<file path="src/rtl/channel_llr_framer.sv">
// Serial channel-LLR framer: converts two's-complement LLRs to saturated
// sign-magnitude, packs them into ping-pong frame banks and hands full
// frames to a decoder with a valid/busy/done handshake.
module channel_llr_framer #(
    parameter int n     = 5,
    parameter int Q     = 6,
    parameter int W     = 8,
    parameter int SHIFT = 1
) (
    input  logic                  clk,
    input  logic                  rst,
    input  logic                  in_valid,
    input  logic [W-1:0]          in_llr,
    output logic                  in_ready,
    input  logic                  decoder_busy,
    input  logic                  decoder_done,
    output logic [(2**n)*Q-1:0]   frame_out,
    output logic                  frame_valid,
    output logic [15:0]           sat_cnt
);

    localparam int unsigned N       = 2**n;
    localparam int unsigned MW      = Q - 1;
    localparam int unsigned MAG_MAX = 2**(Q-1) - 1;
    localparam int unsigned FW      = N * Q;

    typedef enum logic [1:0] {IDLE, ISSUE, WAIT_BUSY, WAIT_DONE} state_t;

    state_t         state;
    logic [1:0]     full;
    logic           wr_bank;
    logic           rd_bank;
    logic [n-1:0]   idx;
    logic [FW-1:0]  bank [2];

    logic [W-1:0]   mag;
    logic [W-1:0]   mag_sh;
    logic           sat;
    logic [Q-1:0]   conv;
    logic           accept;
    logic           release_bank;

    // Magnitude, scaling and clamp of the incoming sample; the sign survives a zero magnitude
    always_comb begin
        mag    = in_llr[W-1] ? (~in_llr + W'(1)) : in_llr;
        mag_sh = mag >> SHIFT;
        sat    = mag_sh > W'(MAG_MAX);
        conv   = {in_llr[W-1], sat ? MW'(MAG_MAX) : mag_sh[MW-1:0]};
    end

    assign in_ready     = !full[wr_bank];
    assign accept       = in_valid && in_ready;
    assign release_bank = ((state == WAIT_BUSY) || (state == WAIT_DONE)) && decoder_done;
    assign frame_out    = bank[rd_bank];

    // Bank pointers, full flags, write index and saturation counter
    always_ff @(posedge clk or posedge rst) begin
        if (rst) begin
            full    <= 2'b00;
            wr_bank <= 1'b0;
            rd_bank <= 1'b0;
            idx     <= '0;
            sat_cnt <= 16'd0;
        end else begin
            if (accept) begin
                if (idx == n'(N - 1)) begin
                    idx           <= '0;
                    full[wr_bank] <= 1'b1;
                    wr_bank       <= ~wr_bank;
                end else begin
                    idx <= idx + n'(1);
                end
                if (sat && (sat_cnt != 16'hFFFF)) begin
                    sat_cnt <= sat_cnt + 16'd1;
                end
            end
            // The released bank is never the one being written, so both updates can land together
            if (release_bank) begin
                full[rd_bank] <= 1'b0;
                rd_bank       <= ~rd_bank;
            end
        end
    end

    // Sample storage; contents are don't-care until a frame has been written
    always_ff @(posedge clk) begin
        if (accept) begin
            bank[wr_bank][idx*Q +: Q] <= conv;
        end
    end

    // Read-side handshake with the decoder; frame_valid is high only while in ISSUE
    always_ff @(posedge clk or posedge rst) begin
        if (rst) begin
            state       <= IDLE;
            frame_valid <= 1'b0;
        end else begin
            frame_valid <= 1'b0;
            case (state)
                IDLE: begin
                    if (full[rd_bank] && !decoder_busy) begin
                        state       <= ISSUE;
                        frame_valid <= 1'b1;
                    end
                end
                ISSUE: begin
                    state <= WAIT_BUSY;
                end
                WAIT_BUSY: begin
                    if (decoder_done) begin
                        state <= IDLE;
                    end else if (decoder_busy) begin
                        state <= WAIT_DONE;
                    end
                end
                WAIT_DONE: begin
                    if (decoder_done) begin
                        state <= IDLE;
                    end
                end
                default: begin
                    state <= IDLE;
                end
            endcase
        end
    end

endmodule
</file>
<file path="config.mk">
export PLATFORM = sky130hd
export DESIGN_NAME = channel_llr_framer
export DESIGN_NICKNAME = d
export VERILOG_FILES = /design/src/rtl/channel_llr_framer.sv
export SDC_FILE = /design/constraint.sdc
export NUM_CORES = 1
export LEC_CHECK = 0
export CORE_ASPECT_RATIO = 0.7
export CORE_UTILIZATION = 48
export CTS_BUF_LIST = sky130_fd_sc_hd__clkbuf_2 sky130_fd_sc_hd__clkbuf_4 sky130_fd_sc_hd__clkbuf_8
export CTS_CLUSTER_DIAMETER = 100
export CTS_CLUSTER_SIZE = 30
export DETAILED_ROUTE_END_ITERATION = 10
export PLACE_DENSITY = 0.76
export SYNTH_ARGS = -nofsm -noshare
export SYNTH_HDL_FRONTEND = slang
export SYNTH_SLANG_ARGS = --single-unit
export TNS_END_PERCENT = 20
</file>
<file path="constraint.sdc">
create_clock -name clk -period 4.3 [get_ports clk]
set_input_delay 0.645 -clock clk [delete_from_list [all_inputs] [get_ports clk]]
set_output_delay 0.645 -clock clk [all_outputs]
set_load 0.02 [all_outputs]
</file>
==> summary.md, run 1 <==
| Metric | Value |
|---|---|
| Layout fillers | `3162` |
| Initial Util | `49.4%` |
| Synthesized flop and latch total | `412` |
| Setup repair after global routing missed its margin | `false` |
| Number of synthesized flops with an enable pin | `384` |
| Vias per inst | `6.01` |
| Worst r2r src | `idx[1]` |
| CTS tree | `done` |
| Syn avg cell area | `12.8 µm²` |
| Crit path depth | `12` |
| Post-Synth XOR/XNOR Area | `1.42%` |
| Min Clock Period, post-route | `3.99 ns` |
| GPL Wtd Cong | `0.998` |
| Period utilization | `92.7%` |
| I/O Pins | `223` |
| Most frequent cells in the layout | `edfxtp_1 (384), nor2_1 (246), clkdlybuf4s50_1 (222)` |
| TNS Setup | `0 ns` |
| Post-synth top flop | `edfxtp_1` |
| Maxcap violations | `0` |
| Worst EP required | `4.59 ns` |
| Number of synthesis warnings | `0` |
| Largest net degree at the start of global routing | `57` |
| Peak Freq | `251 MHz` |
| Post-Syn Nets | `1531` |
| Final antenna-violating net count | `0` |
| Slew headroom | `27.3%` |
| Min-Delay Path Class | `reg -> reg` |
| Buffer and inverter count on the worst path | `3` |
| Startpoint Class | `register` |
| WL/cell | `24.2 µm` |
| CTS Hold Bufs | `0` |
| Syn Inst Count | `1506` |
| Final Hold Fails | `0` |
| Die W | `241 µm` |
| Max stage delay on crit path | `0.52 ns` |
| Hold Path Stages | `1` |
| First-pass GRT wire length | `82.3 mm` |
| Ys async rst share | `6.80%` |
| Status | `finished clean` |
| Total GRT Usage | `27.0%` |
| Max-slew violations | `0` |
| Multi-input logic area | `6470 µm²` |
| Commonest non-fill, non-tap cell in the layout | `edfxtp_1` |
| Sequential area share after synthesis | `63.7%` |
| Root Driver | `clkbuf_8` |
| Compound-Gate Fraction of Synth Area | `5.47%` |
| Gate family responsible for the most delay along the worst path | `simple AND/OR/NAND/NOR gates` |
| Critical Path End Type | `register` |
| Worst path cell trace | `ha_1 > fa_1 > nand3b_1 > nand4_1 > a2111oi_4 > ha_1 > clkinv_1 > nor2_1 > buf_4 > nand3_1 > buf_4 > nor3_1` |
| Synth Area in Simple Gates | `14.2%` |
| Share of cells above drive strength 1 | `20.0%` |
| Clock Skew | `0.0195 ns` |
| Nets | `1774` |
| Worst Path Arrival | `4.28 ns` |
| Largest family of logic cells by synthesized area | `simple AND/OR/NAND/NOR gates` |
| Post-synthesis adder-cell area fraction | `0.821%` |
| Critical register-to-register path endpoint | `bank[1][43]` |
| Post-CTS Resized | `0` |
| Iter 0 DRT Violations | `1526` |
| Cell area after synthesis | `19200 µm²` |
| Initial antenna violation count | `0` |
| Most used routing layer | `met2` |
| Critical Path Slowest Stage Cell | `a2111oi_4` |
| Final wirelength | `55.1 mm` |
| Post-CTS Setup Bufs | `0` |
| R2R setup slack | `0.31 ns` |
| Depth of the most critical reg-to-reg path | `12` |
| Met2 Use GR | `41.5%` |
| Vias in the first global route | `13318` |
| Setup-failing EPs final | `0` |
| DRT Pass-1 Iters | `5` |
| Post-synthesis mux area share | `11.7%` |
| H-tree level count | `1` |
| Met3 usage | `5.90%` |
| Worst-path clk slew | `0.17 ns` |
| Input/output buffers | `222` |
| Row Count | `60` |
| Final Core Density | `58.9%` |
| N_diodes | `0` |
| Tightest Pin Transition | `1.09 ns` |
| Vias post-DR | `13711` |
| Crit Path Class | `reg -> reg` |
| P&R area growth vs syn | `19.2%` |
| DP HPWL | `39.8 mm` |
| Die height | `169 µm` |
| GRT overflow | `0` |
| Worst-Skew Late Latency | `0.60 ns` |
| Bufs on Longest Clock Path | `3` |
| M1 GR Usage | `39.3%` |
| Area occupied by registers | `12200 µm²` |
| Max FO, Critical Path | `21` |
| DRC violations left | `0` |
| Cts bufs inserted | `17` |
| Hold path endpoint | `frame_valid` |
| Clk sink count | `412` |
| Hold path start | `state[0]` |
| Core box area | `38900 µm²` |
| Die area | `40800 µm²` |
| Synth cell types | `74` |
-- logic make-up (layout without fill, tap and decap cells) --
logic type / count (synthesis) / count (layout)
AOI/OAI and AO/OA: 143 / 143
xor gates and xnor gates: 28 / 28
adders and majority gates: 12 / 12
buffers and inverters: 123 / 370
DFF: 412 / 412
muxes: 200 / 200
and+or+nand+nor: 588 / 588
-- registers in the layout, summed over array words and instances, names as in the netlist --
signal	flops
bank	384
rd_bank	1
state	2
wr_bank	1
full	2
frame_valid	1
sat_cnt	16
idx	5
-- metal layers --
layer  vias up  wire [µm]  part of all wire [%]
met5         -          0                     0
met2       748      25000                    45
met1      6814      23000                    42
met3        73       6050                    11
li1       6076          -                     -
met4         0       1120                   2.0
-- how the worst max path moves through the flow --
| stage | endpoint | start | slack [ns] |
|---|---|---|---|
| global placement | bank[1][55] | in_llr[1] | 0.42 |
| floorplan | bank[1][62] | idx[1] | 0.58 |
| detailed placement | bank[1][23] | in_llr[1] | 0.36 |
| global route | bank[1][64] | idx[0] | 0.04 |
| CTS | bank[0][82] | idx[1] | 0.37 |
| finish | bank[1][43] | idx[1] | 0.31 |
-- area by class of cell --
type,instances,share of cell area [%]
clock inverters,1,0.0383
well taps,527,2.88
flip-flops and latches,412,53.4
inverters,13,0.213
clock buffers,22,1.19
multi-input cells,971,28.3
repair buffers,334,14.0
-- synthesized netlist by cell type, types with 3 or more instances --
cell | instances | share of area [%]
edfxtp_1 | 384 | 60
nor2_1 | 246 | 4.8
mux2_2 | 194 | 11
nor3_1 | 148 | 3.9
clkbuf_1 | 80 | 1.6
nand2_1 | 59 | 1.2
nand3_1 | 45 | 1.2
a21oi_1 | 28 | 0.73
dfrtp_1 | 28 | 3.6
buf_2 | 26 | 0.68
o21ai_0 | 20 | 0.52
nor3b_1 | 17 | 0.66
xnor2_1 | 16 | 0.73
inv_1 | 12 | 0.23
nor2b_1 | 12 | 0.39
ha_1 | 11 | 0.72
o22ai_1 | 11 | 0.36
nand2b_1 | 10 | 0.33
xor2_1 | 10 | 0.46
and3_1 | 9 | 0.29
nor4_1 | 8 | 0.26
o211ai_1 | 8 | 0.31
o32ai_1 | 8 | 0.36
a22oi_1 | 7 | 0.27
a31oi_1 | 7 | 0.23
mux2i_1 | 6 | 0.31
a211oi_1 | 5 | 0.20
nand4_1 | 5 | 0.16
or2_2 | 5 | 0.16
or3_1 | 5 | 0.16
a2111oi_0 | 4 | 0.18
and2_1 | 4 | 0.13
o21a_1 | 4 | 0.16
o31ai_1 | 4 | 0.16
a21o_1 | 3 | 0.12
o21ai_1 | 3 | 0.078
o221ai_1 | 3 | 0.14
-- worst register-to-register path: stages, from the launching register on --
cell,delay (ns)
dfrtp_1,0.46
ha_1,0.28
fa_1,0.48
nand3b_1,0.15
nand4_1,0.30
a2111oi_4,0.52
ha_1,0.22
clkinv_1,0.22
nor2_1,0.17
buf_4,0.17
nand3_1,0.10
buf_4,0.30
nor3_1,0.33
-- through the flow --
step | instance area, µm² | hold WS (ns) | worst slack (ns) | cells
3_3_place_gp | 22600 | 0.465 | 0.420 | 2257
4_1_cts | 22900 | 0.495 | 0.371 | 2280
6_report | 22900 | 0.482 | 0.314 | 2280
5_1_grt | 22900 | 0.534 | 0.0390 | 2280
2_1_floorplan | 19200 | 0.439 | 0.583 | 1506
3_5_place_dp | 22600 | 0.479 | 0.356 | 2257
Power of run 1 is left out: the tool's default activity adds up to more than one toggle a clock period on the data nets, which glitch-free logic cannot reach.
==> run 2: changes to the inputs <==
--- a/config.mk
+++ b/config.mk
@@ -6,6 +6,7 @@
 export NUM_CORES = 1
 export LEC_CHECK = 0
 export CORE_ASPECT_RATIO = 0.7
+export CORE_MARGIN = 5
 export CORE_UTILIZATION = 48
 export CTS_BUF_LIST = sky130_fd_sc_hd__clkbuf_2 sky130_fd_sc_hd__clkbuf_4 sky130_fd_sc_hd__clkbuf_8
 export CTS_CLUSTER_DIAMETER = 100
==> summary.md, run 2 (synthesized netlist as in run 1, its figures left out) <==
| Metric | Value |
|---|---|
| Nets | `1784 (was 1774)` |
| Share of cells above drive strength 1 | `20.8% (was 20.0%)` |
| Largest Register | `bank (unchanged)` |
| CTS tree | `done (unchanged)` |
| Critical Path End Type | `register (unchanged)` |
| Maxcap violations | `0 (unchanged)` |
| Most frequent cells in the layout | `edfxtp_1 (384), nor2_1 (246), clkdlybuf4s50_1 (222) (unchanged)` |
| Min-Delay Path Class | `in -> async (was reg -> reg)` |
| Setup-failing EPs final | `0 (unchanged)` |
| Max FO, Critical Path | `17 (was 21)` |
| Vias post-DR | `13788 (was 13711)` |
| Iter 0 DRT Violations | `1610 (was 1526)` |
| Peak Freq | `248 MHz (was 251 MHz)` |
| WL/cell | `24.3 µm (was 24.2 µm)` |
| Commonest non-fill, non-tap cell in the layout | `edfxtp_1 (unchanged)` |
| CTS Hold Bufs | `0 (unchanged)` |
| Row Count | `61 (was 60)` |
| DP HPWL | `40.5 mm (was 39.8 mm)` |
| Max-slew violations | `0 (unchanged)` |
| H-tree level count | `1 (unchanged)` |
| Root Driver | `clkbuf_8 (unchanged)` |
| Status | `finished clean (unchanged)` |
| Multi-input logic area | `6470 µm² (unchanged)` |
| I/O Pins | `223 (unchanged)` |
| Worst-path clk slew | `0.18 ns (was 0.17 ns)` |
| TNS Setup | `0 ns (unchanged)` |
| Core box area | `39600 µm² (was 38900 µm²)` |
| Initial Util | `48.5% (was 49.4%)` |
| Die area | `44200 µm² (was 40800 µm²)` |
| Final wirelength | `56.1 mm (was 55.1 mm)` |
| GRT overflow | `0 (unchanged)` |
| DRC violations left | `0 (unchanged)` |
| Tightest Pin Transition | `1.03 ns (was 1.09 ns)` |
| Worst EP required | `4.61 ns (was 4.59 ns)` |
| Clk sink count | `412 (unchanged)` |
| Final antenna-violating net count | `0 (unchanged)` |
| Post-CTS Setup Bufs | `0 (unchanged)` |
| Vias per inst | `5.98 (was 6.01)` |
| Worst Path Arrival | `4.35 ns (was 4.28 ns)` |
| Top flop regs | `bank: 384 flops, sat_cnt: 16 flops, idx: 5 flops (unchanged)` |
| First-pass GRT wire length | `83.8 mm (was 82.3 mm)` |
| Post-CTS Resized | `0 (unchanged)` |
| Die W | `249 µm (was 241 µm)` |
| Area occupied by registers | `12200 µm² (unchanged)` |
| Initial antenna violation count | `0 (unchanged)` |
| P&R area growth vs syn | `19.5% (was 19.2%)` |
| Crit Path Class | `reg -> reg (unchanged)` |
| Min Clock Period, post-route | `4.04 ns (was 3.99 ns)` |
| Setup repair after global routing missed its margin | `false (unchanged)` |
| Worst-Skew Late Latency | `0.63 ns (was 0.60 ns)` |
| Vias in the first global route | `13776 (was 13318)` |
| Final Hold Fails | `0 (unchanged)` |
| Cts bufs inserted | `17 (unchanged)` |
| GPL Wtd Cong | `0.973 (was 0.998)` |
| Slew headroom | `30.9% (was 27.3%)` |
| Startpoint Class | `register (unchanged)` |
| Die height | `177 µm (was 169 µm)` |
| DRT Pass-1 Iters | `6 (was 5)` |
| Bufs on Longest Clock Path | `3 (unchanged)` |
| Input/output buffers | `222 (unchanged)` |
| Period utilization | `94.0% (was 92.7%)` |
| N_diodes | `0 (unchanged)` |
| Final Worst Setup Slack | `0.260 ns (was 0.314 ns)` |
| Largest net degree at the start of global routing | `73 (was 57)` |
| Post-Place Setup Slack | `0.374 ns (was 0.356 ns)` |
| Total GRT Usage | `24.6% (was 27.0%)` |
| Clock Skew | `0.0351 ns (was 0.0195 ns)` |
| Largest register FFs | `384 (unchanged)` |
| Layout fillers | `3134 (was 3162)` |
[run 2: critical path, cell delays in order, from the launching register on]
cell,delay (ns)
dfrtp_1,0.47
ha_1,0.28
fa_1,0.47
and3b_1,0.25
nor4_1,0.47
nor2_1,0.20
xnor2_1,0.46
buf_4,0.26
nand4_1,0.17
buf_4,0.31
nor3_1,0.37
[run 2: cell type report]
type                            count  area share, %
Clock inverter                      2         0.0709
Multi-Input combinational cell    971           28.2
Timing Repair Buffer              344           13.9
Inverter                           13          0.213
Tap cell                          535           2.92
Clock buffer                       28           1.38
Sequential cell                   412           53.3
[run 2: path summary, 6_finish.rpt]
path / depth (start not counted) / slack (ns) / startpoint / endpoint
min in group clk: 1 / 0.51 / state[0] / frame_valid
worst min-delay path: 3 / 0.36 / rst / idx[1]
worst max-delay path: 10 / 0.26 / idx[1] / bank[1][138]
worst max register to register: 10 / 0.26 / idx[1] / bank[1][138]
max in group asynchronous: 3 / 3.61 / rst / rd_bank
worst min register to register: 1 / 0.51 / state[0] / frame_valid
[run 2: routing by layer]
layer,GRT usage (%),up-vias,wire [µm]
li1,-,6096,-
met4,6.17,0,1640
met3,5.64,108,5830
met2,38.5,761,25300
met1,35.3,6823,23400
met5,0,-,0
[run 2: per-stage QoR]
step	utilization (%)	area [µm²]	instances	hold slack, ns
floorplan	-	19200	1506	0.439
global placement	57.1	22600	2275	0.466
detailed placement	57.1	22600	2275	0.487
CTS	57.9	23000	2305	0.352
global route	57.9	23000	2305	0.377
finish	57.9	23000	2305	0.361
Power of run 2 is left out for the same reason.
